**config.mk**
```make
export PLATFORM = sky130hd
export DESIGN_NAME = muxer_bumpless
export DESIGN_NICKNAME = d
export VERILOG_FILES = /design/src/rtl/muxer_pkg.sv /design/src/rtl/muxer_ramp_step.sv /design/src/rtl/muxer_bumpless.sv
export SDC_FILE = /design/constraint.sdc
export NUM_CORES = 1
export LEC_CHECK = 0
export BUFFER_PORTS_ARGS = -buffer_cell sky130_fd_sc_hd__buf_4
export CELL_PAD_IN_SITES_DETAIL_PLACEMENT = 0
export CELL_PAD_IN_SITES_GLOBAL_PLACEMENT = 2
export CORE_ASPECT_RATIO = 1.75
export CORE_MARGIN = 10
export CORE_UTILIZATION = 35
export DETAILED_ROUTE_END_ITERATION = 12
export PLACE_DENSITY_LB_ADDON = 0.3
export SYNTH_ARGS = -nofsm -noshare
export SYNTH_HDL_FRONTEND = slang
export SYNTH_SLANG_ARGS = --single-unit
```
**constraint.sdc**
```tcl
create_clock -name clk -period 11 [get_ports clk]
set_input_delay 1.65 -clock clk [delete_from_list [all_inputs] [get_ports clk]]
set_output_delay 1.65 -clock clk [all_outputs]
set_load 0.02 [all_outputs]
```
**src/rtl/muxer_pkg.sv**
```systemverilog
`default_nettype none
// ============================================================================
// Module      : muxer_pkg
// Description : Shared constants, state encoding and saturation helper for
//               the bumpless N:1 signal selector.
// Revision    : 1.0 - initial release
// ============================================================================
package muxer_pkg;

    // Transition modes applied when the selected source changes
    localparam logic [1:0] MODE_DIRECT = 2'd0;
    localparam logic [1:0] MODE_HOLD   = 2'd1;
    localparam logic [1:0] MODE_RAMP   = 2'd2;

    // Selector state encoding
    typedef enum logic [1:0] {
        ST_IDLE = 2'd0,
        ST_HOLD = 2'd1,
        ST_RAMP = 2'd2
    } state_t;

    // Clamp a sign-extended value into the signed range of a res-bit sample
    function automatic logic signed [31:0] sat_res(input logic signed [31:0] value,
                                                   input int                 res);
        logic signed [31:0] c_hi;
        logic signed [31:0] c_lo;
        c_hi = (32'sd1 <<< (res - 1)) - 32'sd1;
        c_lo = -(32'sd1 <<< (res - 1));
        if (value > c_hi)
            return c_hi;
        else if (value < c_lo)
            return c_lo;
        else
            return value;
    endfunction

endpackage
`default_nettype wire

```
**src/rtl/muxer_ramp_step.sv**
```systemverilog
`default_nettype none
// ============================================================================
// Module      : muxer_ramp_step
// Description : Moves a signed ramp offset one step toward zero. A zero step
//               is promoted to one so a ramp always terminates.
// Revision    : 1.0 - initial release
// ============================================================================
module muxer_ramp_step #(
    parameter int RES = 14
) (
    input  logic signed [RES:0]   i_offset,
    input  logic        [RES-2:0] i_step,
    output logic signed [RES:0]   o_off_n,
    output logic                  o_done
);
    import muxer_pkg::*;

    logic        [RES-1:0] w_step_eff;
    logic        [RES:0]   w_mag;
    logic signed [RES:0]   w_step_s;

    // Magnitude of the offset and effective step; done when one step reaches zero
    always_comb begin
        w_step_eff = (i_step == '0) ? RES'(1) : {1'b0, i_step};
        w_step_s   = $signed({1'b0, w_step_eff});
        // Unsigned magnitude; the RES+1-bit width keeps the most negative value exact
        w_mag      = i_offset[RES] ? (~i_offset + 1'b1) : i_offset;
        o_done     = (w_mag <= {1'b0, w_step_eff});
        if (o_done)
            o_off_n = '0;
        else if (i_offset[RES])
            o_off_n = i_offset + w_step_s;
        else
            o_off_n = i_offset - w_step_s;
    end

endmodule
`default_nettype wire

```
**src/rtl/muxer_bumpless.sv**
```systemverilog
`default_nettype none
// ============================================================================
// Module      : muxer_bumpless
// Description : Registered N:1 signal selector with direct, frozen-hold or
//               bumpless linear-ramp transitions when the selection changes.
// Revision    : 1.0 - initial release
// ============================================================================
module muxer_bumpless #(
    parameter int RES = 14,
    parameter int SW  = 4,
    parameter int HW  = 10
) (
    input  logic                       clk,
    input  logic                       rst,
    input  logic        [SW-1:0]       sel,
    input  logic        [(2**SW)*RES-1:0] in_bus,
    input  logic        [1:0]          mode,
    input  logic        [HW-1:0]       hold_len,
    input  logic        [RES-2:0]      step,
    output logic signed [RES-1:0]      out,
    output logic        [SW-1:0]       sel_active,
    output logic                       busy
);
    import muxer_pkg::*;

    localparam int NIN = 2**SW;

    logic signed [RES-1:0] w_in [NIN];

    state_t                r_state;
    logic signed [RES-1:0] r_out;
    logic        [SW-1:0]  r_sel_active;
    logic                  r_busy;
    logic signed [RES:0]   r_offset;
    logic        [HW-1:0]  r_cnt;

    state_t                w_state_n;
    logic signed [RES-1:0] w_out_n;
    logic        [SW-1:0]  w_sel_n;
    logic signed [RES:0]   w_offset_n;
    logic        [HW-1:0]  w_cnt_n;

    logic signed [RES:0]   w_switch_off;
    logic signed [RES:0]   w_ramp_off;
    logic                  w_ramp_done;
    logic signed [RES+1:0] w_sum;
    logic signed [31:0]    w_sat;

    // Unpack the flat input bus into an indexable array
    for (genvar k = 0; k < NIN; k++) begin : g_unpack
        assign w_in[k] = in_bus[k*RES +: RES];
    end

    muxer_ramp_step #(
        .RES      (RES)
    ) u_ramp_step (
        .i_offset (r_offset),
        .i_step   (step),
        .o_off_n  (w_ramp_off),
        .o_done   (w_ramp_done)
    );

    // Offset at switch time, and ramped output with saturation
    always_comb begin
        w_switch_off = $signed({r_out[RES-1], r_out}) - $signed({w_in[sel][RES-1], w_in[sel]});
        w_sum        = $signed({{2{w_in[r_sel_active][RES-1]}}, w_in[r_sel_active]})
                     + $signed({w_ramp_off[RES], w_ramp_off});
        w_sat        = sat_res($signed({{(32-(RES+2)){w_sum[RES+1]}}, w_sum}), RES);
    end

    // Next-state and datapath decisions
    always_comb begin
        w_state_n  = r_state;
        w_out_n    = r_out;
        w_sel_n    = r_sel_active;
        w_offset_n = r_offset;
        w_cnt_n    = r_cnt;
        case (r_state)
            ST_IDLE: begin
                if (sel == r_sel_active) begin
                    w_out_n = w_in[r_sel_active];
                end else begin
                    // Switch event: mode is only looked at here
                    w_sel_n = sel;
                    case (mode)
                        MODE_HOLD: begin
                            if (hold_len == '0) begin
                                w_out_n = w_in[sel];
                            end else begin
                                w_cnt_n   = hold_len - HW'(1);
                                w_state_n = ST_HOLD;
                            end
                        end
                        MODE_RAMP: begin
                            w_offset_n = w_switch_off;
                            w_state_n  = ST_RAMP;
                        end
                        default: begin
                            w_out_n = w_in[sel];
                        end
                    endcase
                end
            end
            ST_HOLD: begin
                if (r_cnt == '0)
                    w_state_n = ST_IDLE;
                else
                    w_cnt_n = r_cnt - HW'(1);
            end
            ST_RAMP: begin
                w_out_n    = w_sat[RES-1:0];
                w_offset_n = w_ramp_off;
                if (w_ramp_done)
                    w_state_n = ST_IDLE;
            end
            default: begin
                w_state_n = ST_IDLE;
            end
        endcase
    end

    // State and output registers
    always_ff @(posedge clk) begin
        if (rst) begin
            r_state      <= ST_IDLE;
            r_out        <= '0;
            r_sel_active <= '0;
            r_busy       <= 1'b0;
            r_offset     <= '0;
            r_cnt        <= '0;
        end else begin
            r_state      <= w_state_n;
            r_out        <= w_out_n;
            r_sel_active <= w_sel_n;
            r_busy       <= (w_state_n != ST_IDLE);
            r_offset     <= w_offset_n;
            r_cnt        <= w_cnt_n;
        end
    end

    assign out        = r_out;
    assign sel_active = r_sel_active;
    assign busy       = r_busy;

endmodule
`default_nettype wire

```
==> run_results.csv <==
group,metric,value,unit
status,status,"complete, no violations",
logic_synthesis,post-synth-top-count-cell,"mux4_2",
timing,fmax,0.1328,GHz
logic_synthesis,synth_commonest_cells,"140 x mux4_2, 72 x nor2_1, 62 x ha_1",
final_layout,final_area,0.01122,mm2
global_route,grt_overflow,0,
critical_path,r2r_slack,4.93,ns
logic_synthesis,ys_types,81,
timing,drv_slew,0,
route,drt_iter0_markers,427,
critical_path,worstSetupEndpointType,"flip-flop",
timing,skew,0.008000,ns
place,io_buffers,273,
global_route,grt_max_degree,60,
timing,min_period,7.530,ns
final_layout,nNetsFinal,1444,
place,placed_area,0.01108,mm2
critical_path,required,11.15,ns
clock_tree,cts_made_buffers,5,
logic_synthesis,synth.area.mux_share,0.3657,
floorplan,fp.dieW,140.4,um
clock_tree,clk_pin_slew,0.07,ns
final_layout,areaGrowthSynthToFinish,26.46,%
route,finalWirelength,36.45,mm
logic_synthesis,synth-main-ff-cell,"dfxtp_1",
route,wire_per_inst,25.26,um
final_layout,nFillCells,2449,
global_route,antenna_found_initial,2,
logic_synthesis,synthSimpleGateAreaFrac,0.1357,
route,wl_met3,2.476,mm
timing,hold_viol,0,
floorplan,design.core.area,0.02515,mm2
place,hpwl,31.22,mm
place,gp_congestion,0.9173,
final_layout,drive_gt1_frac,0.4160,
logic_synthesis,synth_edf_count,0,
clock_tree,cts.sinks,46,
logic_synthesis,synth_top_family_by_area,"multiplexers",
floorplan,fp-row-count,77,
route,vias,8614,
logic_synthesis,synth_compound_area_frac,0.1915,
logic_synthesis,syn_nets,1215,
critical_path,critPathMaxFanout,7,
final_layout,multiInputGateArea,0.007463,mm2
route,drt-pass1-iter-count,5,
route,wl_met1,11.91,mm
logic_synthesis,synth_seq_area_share,0.1038,
timing,setup_viol,0,
logic_synthesis,synthesis.instances,895,
logic_synthesis,ys_warn_count,0,
route,ant_nets,0,
clock_tree,postCtsSetupBuffers,0,
place,place_inst,1433,
logic_synthesis,synth_largest_area_cell,"mux4_2",
clock_tree,ctsResizeCount,0,
logic_synthesis,synthXorXnorAreaFrac,0.05415,
timing,rsz0062_at_grt,"false",
logic_synthesis,synth_seq_cells,46,
final_layout,seq_area,925.9,um2
clock_tree,tritoncts,"done",
timing,worst_slew_pin_slew,1.017,ns
worst_hold_path,hold_class,"reg2reg",
pwr,power.total,1.495,mW
final_layout,final_cells,1443,
route,viasPerCell,5.970,
logic_synthesis,syn_area,0.008872,mm2
clock_tree,h-tree-depth,2,
timing,final.period_utilization,0.6845,
route,drc_errors,0,
global_route,grt_pass1_vias,9580,
pwr,ir_worst_vdd,0.06353,mV
route,met2_length,20.53,mm
floorplan,die_area,0.03237,mm2
global_route,grt_pass1_wl,55.31,mm
pwr,power.density,133.2,mW/mm2
clock_tree,root_buffer,"clkbuf_16",
clock_tree,cts_hold_buf,0,
floorplan,start_util,0.3528,
global_route,grtUsageTotal,0.2182,
timing,slew_headroom,0.3166,
logic_synthesis,synth_fa_ha_area_frac,0.09420,
critical_path,path_class,"in2reg",
logic_synthesis,synth_area_per_cell,9.913,um2
logic_synthesis,synth_top_area_share,0.3554,
critical_path,crit_arrival,7.68,ns
route,top_layer,"met4",
timing,timing.setup.tns,0,ns
clock_tree,insertion_delay,0.30,ns
floorplan,die_h,230.6,um
clock_tree,cts_buffer_depth,2,
logic_synthesis,synth_area_leaders,"mux4_2 36%, dfxtp_1 10%, ha_1 8.7%",
pwr,p_leak,4.621,nW
critical_path,setup.worst_path.start_class,"input pin",
run,cap_violations,0,
logic_synthesis,async_reset_ff_frac,0,
floorplan,num_io_pins,274,
==> placed cells by master (no fill, tap or decap), drive strengths merged, types with 4 or more instances in the layout <==
| master | instances |
|---|---|
| nand3b | 4 |
| mux4 | 140 |
| a311oi | 8 |
| o21ai | 44 |
| nor3 | 23 |
| nor4 | 8 |
| dfxtp | 46 |
| o2111ai | 6 |
| nand2 | 56 |
| a21o | 14 |
| and3 | 6 |
| a211oi | 24 |
| mux2i | 8 |
| nor2 | 76 |
| or3 | 6 |
| clkbuf | 8 |
| a211o | 8 |
| nand2b | 8 |
| nand3 | 17 |
| buf | 283 |
| nor2b | 10 |
| xnor2 | 36 |
| nand4 | 5 |
| ha | 62 |
| o31ai | 9 |
| a31oi | 16 |
| xor2 | 18 |
| a22oi | 5 |
| a21oi | 60 |
| o211ai | 10 |
| and2 | 5 |
| o21a | 9 |
| inv | 44 |
==> registers in the layout (all words and copies together) (netlist names) <==
name,count
r_offset,15
out,14
r_cnt,10
sel_active,4
r_state,2
busy,1
==> power by group <==
group / total [mW] / internal [mW] / switching, mW
combinational: 1.11 / 0.502 / 0.606
sequential: 0.230 / 0.190 / 0.0392
clock: 0.157 / 0.0850 / 0.0719
total: 1.49 / 0.778 / 0.717
==> worst max-delay path: stages <==
cell and delay, ns:
buf_4 0.11, nor2_1 0.19, nand3_1 0.18, nor3_1 0.39
a41oi_1 0.24, ha_1 0.33, mux2_2 0.29, fa_1 0.43
a21o_1 0.19, a21oi_1 0.28, o21ai_1 0.13, a31oi_1 0.38
o211ai_1 0.21, a311oi_1 0.34, xor2_1 0.22, nor2_1 0.07
ha_1 0.35, nor2b_1 0.17, nand3_1 0.08, o21ai_0 0.09
nor3_1 0.32, o311ai_4 0.19, a31oi_1 0.57, a211o_1 0.19
a211oi_2 0.07
==> worst paths after layout <==
path               to        start  cells after the start
max reg2reg    out[5]  r_offset[2]                     22
min reg2reg  r_cnt[0]     r_cnt[0]                      2
min          r_cnt[0]     r_cnt[0]                      2
max            out[5]      step[7]                     25
==> cells by family (layout without fill, tap and decap cells) <==
family | count (synthesis) | after routing
fa+ha+maj | 65 | 65
simple gates | 238 | 238
buf+inv | 106 | 336
xor+xnor | 54 | 54
compound gates | 237 | 237
flops | 46 | 46
other cells | 0 | 2
mux | 149 | 149
==> metrics by stage <==
step | hold slack [ns] | utilization | setup WS, ns
floorplan | 0.4488 | - | 4.343
global placement | 0.4942 | 0.4406 | 3.275
detailed placement | 0.5023 | 0.4406 | 3.174
CTS | 0.5122 | 0.4460 | 3.470
global route | 0.5334 | 0.4462 | 2.975
finish | 0.5023 | 0.4462 | 3.470
==> per-layer routing <==
| metal | GRT usage | up-vias |
|---|---|---|
| li1 | - | 4033 |
| met1 | 0.2008 | 4212 |
| met2 | 0.4286 | 308 |
| met3 | 0.05776 | 61 |
| met4 | 0.09715 | 0 |
| met5 | 0 | - |
==> final cells by class <==
| cell class | count | share of cell area |
|---|---|---|
| Timing Repair Buffer | 283 | 0.1894 |
| Antenna cell | 2 | 0.0004461 |
| Multi-Input combinational cell | 743 | 0.6652 |
| Inverter | 45 | 0.01506 |
| Sequential cell | 46 | 0.08252 |
| Clock buffer | 8 | 0.01216 |
| Tap cell | 316 | 0.03524 |
(Power assumes the default switching activity.)
